**config.mk**
```make
export PLATFORM = sky130hd
export DESIGN_NAME = div_iter
export DESIGN_NICKNAME = d
export VERILOG_FILES = /design/src/rtl/div_pkg.sv /design/src/rtl/div_sign_fix.sv /design/src/rtl/div_iter.sv
export SDC_FILE = /design/constraint.sdc
export NUM_CORES = 1
export LEC_CHECK = 0
export ABC_CLOCK_PERIOD_IN_PS = 5300
export CAP_MARGIN = 40
export CORE_MARGIN = 4
export CORE_UTILIZATION = 30
export DETAILED_ROUTE_END_ITERATION = 7
export SLEW_MARGIN = 20
export SYNTH_ARGS = -nofsm -noshare
export SYNTH_HDL_FRONTEND = slang
export SYNTH_SLANG_ARGS = --single-unit
```
**constraint.sdc**
```tcl
create_clock -name clk -period 5.3 [get_ports clk]
set_clock_uncertainty 0.05 [all_clocks]
set_input_delay 1.06 -clock clk [delete_from_list [all_inputs] [get_ports clk]]
set_output_delay 1.06 -clock clk [all_outputs]
set_load 0.005 [all_outputs]
```
**src/rtl/div_pkg.sv**
```systemverilog
// Shared definitions for the iterative radix-2 restoring divider (MIPS DIV/DIVU).
package div_pkg;

  localparam int DIV_WIDTH = 32;

  typedef enum logic [1:0] {
    DIV_IDLE = 2'd0,
    DIV_BUSY = 2'd1,
    DIV_DONE = 2'd2
  } div_state_e;

endpackage : div_pkg

```
**src/rtl/div_sign_fix.sv**
```systemverilog
// Conditional two's-complement negate, used both to take operand magnitudes
// and to restore the sign of the quotient/remainder.
module div_sign_fix
  import div_pkg::*;
#(
  parameter int WIDTH = DIV_WIDTH
) (
  input  logic             i_neg,
  input  logic [WIDTH-1:0] i_val,
  output logic [WIDTH-1:0] o_val
);

  // The most negative value negates to itself, which reads correctly as unsigned.
  assign o_val = i_neg ? (~i_val + WIDTH'(1)) : i_val;

endmodule : div_sign_fix

```
**src/rtl/div_iter.sv**
```systemverilog
// Multi-cycle restoring divider for the EX stage: one quotient bit per cycle,
// quotient on lo_o, remainder on hi_o, stall_div_o holds F/D/E while busy.
module div_iter
  import div_pkg::*;
#(
  parameter int WIDTH = DIV_WIDTH,
  parameter int CNT_W = 6
) (
  input  logic             clk,
  input  logic             resetn,
  input  logic             start_i,
  input  logic             signed_i,
  input  logic [WIDTH-1:0] a_i,
  input  logic [WIDTH-1:0] b_i,
  input  logic             adv_i,
  input  logic             annul_i,
  output logic             stall_div_o,
  output logic             ready_o,
  output logic [WIDTH-1:0] hi_o,
  output logic [WIDTH-1:0] lo_o
);

  div_state_e       r_state;
  div_state_e       w_state_nxt;
  logic [CNT_W-1:0] r_cnt;
  logic [WIDTH-1:0] r_rem;
  logic [WIDTH-1:0] r_quo;
  logic [WIDTH-1:0] r_div;
  logic             r_qneg;
  logic             r_rneg;
  logic [WIDTH-1:0] r_hi;
  logic [WIDTH-1:0] r_lo;

  logic             w_accept;
  logic             w_last;
  logic [WIDTH-1:0] w_a_mag;
  logic [WIDTH-1:0] w_b_mag;
  logic [WIDTH:0]   w_shift;
  logic [WIDTH:0]   w_diff;
  logic [WIDTH-1:0] w_rem_nxt;
  logic [WIDTH-1:0] w_quo_nxt;
  logic [WIDTH-1:0] w_lo_fix;
  logic [WIDTH-1:0] w_hi_fix;

  assign w_accept = (r_state == DIV_IDLE) && start_i && !annul_i;
  assign w_last   = (r_state == DIV_BUSY) && (r_cnt == CNT_W'(WIDTH - 1));

  div_sign_fix #(.WIDTH(WIDTH)) u_a_mag (
    .i_neg (signed_i & a_i[WIDTH-1]),
    .i_val (a_i),
    .o_val (w_a_mag)
  );

  div_sign_fix #(.WIDTH(WIDTH)) u_b_mag (
    .i_neg (signed_i & b_i[WIDTH-1]),
    .i_val (b_i),
    .o_val (w_b_mag)
  );

  // Trial subtraction in WIDTH+1 bits: a clear top bit means the divisor fit.
  assign w_shift   = {r_rem, r_quo[WIDTH-1]};
  assign w_diff    = w_shift - {1'b0, r_div};
  assign w_rem_nxt = w_diff[WIDTH] ? w_shift[WIDTH-1:0] : w_diff[WIDTH-1:0];
  assign w_quo_nxt = {r_quo[WIDTH-2:0], ~w_diff[WIDTH]};

  div_sign_fix #(.WIDTH(WIDTH)) u_lo_fix (
    .i_neg (r_qneg),
    .i_val (w_quo_nxt),
    .o_val (w_lo_fix)
  );

  div_sign_fix #(.WIDTH(WIDTH)) u_hi_fix (
    .i_neg (r_rneg),
    .i_val (w_rem_nxt),
    .o_val (w_hi_fix)
  );

  // NOTE: next state gets a default before any branch so no latch is inferred.
  always_comb begin
    w_state_nxt = r_state;
    if (annul_i) begin
      w_state_nxt = DIV_IDLE;
    end else begin
      case (r_state)
        DIV_IDLE: if (start_i) w_state_nxt = (b_i == '0) ? DIV_DONE : DIV_BUSY;
        DIV_BUSY: if (w_last)  w_state_nxt = DIV_DONE;
        DIV_DONE: if (adv_i)   w_state_nxt = DIV_IDLE;
        default:               w_state_nxt = DIV_IDLE;
      endcase
    end
  end

  // NOTE: sequential state uses non-blocking assignments so every register
  // samples the pre-edge values of the others.
  always_ff @(posedge clk or negedge resetn) begin
    if (!resetn) r_state <= DIV_IDLE;
    else         r_state <= w_state_nxt;
  end

  always_ff @(posedge clk or negedge resetn) begin
    if (!resetn) begin
      r_cnt  <= '0;
      r_rem  <= '0;
      r_quo  <= '0;
      r_div  <= '0;
      r_qneg <= 1'b0;
      r_rneg <= 1'b0;
      r_hi   <= '0;
      r_lo   <= '0;
    end else if (w_accept) begin
      r_cnt  <= '0;
      r_rem  <= '0;
      r_quo  <= w_a_mag;
      r_div  <= w_b_mag;
      r_qneg <= signed_i & (a_i[WIDTH-1] ^ b_i[WIDTH-1]);
      r_rneg <= signed_i & a_i[WIDTH-1];
      // Divide by zero is architecturally undefined; return a fixed pattern.
      if (b_i == '0) begin
        r_lo <= '1;
        r_hi <= a_i;
      end
    end else if ((r_state == DIV_BUSY) && !annul_i) begin
      r_cnt <= r_cnt + CNT_W'(1);
      r_rem <= w_rem_nxt;
      r_quo <= w_quo_nxt;
      if (w_last) begin
        r_lo <= w_lo_fix;
        r_hi <= w_hi_fix;
      end
    end
  end

  assign stall_div_o = !annul_i && (w_accept || (r_state == DIV_BUSY));
  assign ready_o     = !annul_i && (r_state == DIV_DONE);
  assign hi_o        = r_hi;
  assign lo_o        = r_lo;

endmodule : div_iter
```
==> impl_metrics.tcl <==
set metrics [dict create \
    yosysWarnings 0 \
    die_h_um 212 \
    synth_edf_count 0 \
    clock.fmax_ghz 0.207 \
    met3_wirelength_um 2530 \
    cts_setup_buffers 0 \
    port_buffers 135 \
    wl_per_cell_um 18.7 \
    coreArea_um2 40900 \
    insertion_delay_ns 0.46 \
    cts_tree "done" \
    viasPerCell 5.37 \
    ys_ff_latch 170 \
    power.density_nw_per_um2 578 \
    met2_length_um 19000 \
    yosysSeqAreaShare_pct 34.2 \
    dieArea_um2 44800 \
    start_kind "flip-flop" \
    setup_viol 0 \
    tightest_slew_ns 0.807 \
    track_usage_pct 18.0 \
    crit_arrival_ns 5.09 \
    synth_area_per_cell_um2 7.95 \
    htreeDepth 4 \
    relSlewSlack_pct 45.9 \
    final_net_count 1761 \
    cellLeakagePower_nw 6.09 \
    drc 0 \
    crit_fanout 13 \
    cap_violations 0 \
    ir_drop_v 0.000282 \
    ctsResizeCount 0 \
    ios 136 \
    path_class "reg -> reg" \
    start_util_pct 30.4 \
    wl_met1_um 18800 \
    wirelength_um 41000 \
    utilization_pct 36.5 \
    layout-drive-gt1-share_pct 5.88 \
    gp_congestion 0.874 \
    drv_slew 0 \
    drtIter0Drc 819 \
    dpl.hpwl_um 31600 \
    cts_root_buffer "clkbuf_16" \
    ctsHoldBuffers 0 \
    grt_pass1_vias 11600 \
    antenna_found_initial 0 \
    hold_violations 0 \
    required_ns 5.57 \
    setup_tns_ns 0 \
    cts.reportedPaths.clkPinSlew_ns 0.08 \
    synthCells 1566 \
    grt_max_degree 141 \
    syn_to_final_growth_pct 20.0 \
    cts.sinks 170 \
    clock_path_buffers 2 \
    ys_types 89 \
    numCtsBuffers 17 \
    min_path_type "in -> async" \
    ant_nets 0 \
    row_count 74 \
    period_share_pct 91.0 \
    routed.top_layer "met4" \
    grt_overflow 0 \
    synth_flop_cell "dfrtp_1" \
    grt_pass1_wl_um 65200 \
    rsz0062_at_grt "no" \
    vias 11800 \
    syn_nets 1674 \
    fin_area_um2 14900 \
    outcome "completed" \
    rrSetupSlack_ns 0.48 \
    synthArstFlopShare_pct 100 \
    netlist_area_um2 12500 \
    period_needed_ns 4.82 \
    endpoint_kind "flip-flop" \
    n_antenna_cell 0 \
    place_area_um2 14400 \
    die_x_um 212 \
    drtPass1Iterations 5 \
]
-- power by group --
group	leakage, nW	switching [mW]	internal (mW)
Clock	0.283	0.610	0.666
Combinational	3.57	3.43	2.06
Sequential	2.24	0.345	1.53
-- cells by family after synthesis --
group,share of synthesized area (%)
compound gates,23.6
xor+xnor,9.99
fa+ha+maj,3.88
buf+inv,4.63
flops,34.2
mux,1.62
simple gates,22.1
-- sequential cells by signal, indices dropped and copies added, names as in the netlist --
| signal | flops |
|---|---|
| hi_o | 32 |
| lo_o | 32 |
| r_div | 32 |
| r_quo | 32 |
| r_rem | 32 |
| r_cnt | 6 |
| r_state | 2 |
| r_qneg | 1 |
| r_rneg | 1 |
-- through the flow --
step / total power, mW / setup WS (ns) / std cells / hold WS (ns)
after CTS: 8.60 / 0.513 / 2198 / 0.407
after detailed placement: 7.30 / 0.552 / 2166 / 0.421
after global routing: 9.29 / 0.193 / 2198 / 0.421
after floorplan: 5.82 / 0.850 / 1566 / 0.400
after global placement: 7.26 / 0.579 / 2163 / 0.414
final: 8.64 / 0.479 / 2198 / 0.412
-- cell type report --
type,count,area (um^2)
multi-input cells,1253,7640
flip-flops and latches,170,4250
clock buffers,17,425
fillers,4317,26000
well taps,532,666
clock inverters,15,160
inverters,51,191
repair buffers,160,1600
-- critical path: stages (launching register included) --
cell	delay, ns
dfrtp_1	0.45
ha_1	0.52
and2_1	0.33
nand4_1	0.15
or3_4	0.46
a21oi_4	0.18
nor3_2	0.07
nor2_2	0.12
inv_2	0.12
buf_4	0.20
a21oi_1	0.25
ha_1	0.24
nor3b_1	0.48
nand3_1	0.15
a221o_1	0.43
o31ai_2	0.25
xor2_1	0.17
a21oi_1	0.08
-- worst paths after layout --
path	endpoint	start	depth (start not counted)
max in group asynchronous	lo_o[23]	resetn	2
max	hi_o[30]	r_rem[14]	17
max reg2reg	hi_o[30]	r_rem[14]	17
min reg2reg	r_div[29]	r_div[29]	2
min in group clk	r_div[29]	r_div[29]	2
min	hi_o[7]	resetn	1
-- cell usage after synthesis (all sizes together), types with 6 or more instances --
cell type	instances	share of area (%)
buf	30	1.2
o41ai	9	0.69
mux2i	19	1.5
dfrtp	170	34
xnor2	59	4.1
nor2b	9	0.45
a31oi	41	2.1
o21ai	149	6.0
ha	37	3.7
nand3	30	1.2
a21oi	143	6.1
xor2	83	5.8
or3	26	1.3
a211oi	14	0.92
nand4	18	0.90
a21o	7	0.42
nor3	33	1.4
nor4	18	1.2
nand2b	10	0.50
and4	6	0.44
a21boi	6	0.36
o21a	7	0.42
and2	11	0.55
and3	11	0.55
inv	51	1.5
o211ai	15	1.1
clkbuf	62	1.9
o31ai	21	1.4
nor2	165	5.0
nand2	217	6.5
o31a	6	0.42
or4	9	0.57
-- placed cells by master, fill, tap and decap left out, drive strengths merged, types with 5 or more instances in the layout --
cell type	Yosys	final
a211oi	14	14
a21boi	6	6
a21o	7	7
a21oi	143	143
a22o	5	5
a22oi	5	5
a31oi	41	41
and2	11	11
and3	11	11
and4	6	6
buf	30	26
clkbuf	62	17
clkdlybuf4s50	0	134
clkinv	0	5
dfrtp	170	170
ha	37	37
inv	51	58
mux2i	19	19
nand2	217	217
nand2b	10	10
nand3	30	30
nand4	18	18
nor2	165	165
nor2b	9	9
nor3	33	33
nor3b	5	5
nor4	18	18
o211ai	15	15
o21a	7	7
o21ai	149	149
o22ai	5	5
o31a	6	6
o31ai	21	21
o41ai	9	9
or3	26	26
or4	9	9
xnor2	59	59
xor2	83	83
-- per-layer routing --
metal	track usage, %	up-vias
li1	-	5737
met1	25.1	5672
met2	29.4	347
met3	3.14	44
met4	4.22	0
met5	0	-
No activity file was read; power rests on OpenSTA's default activity.
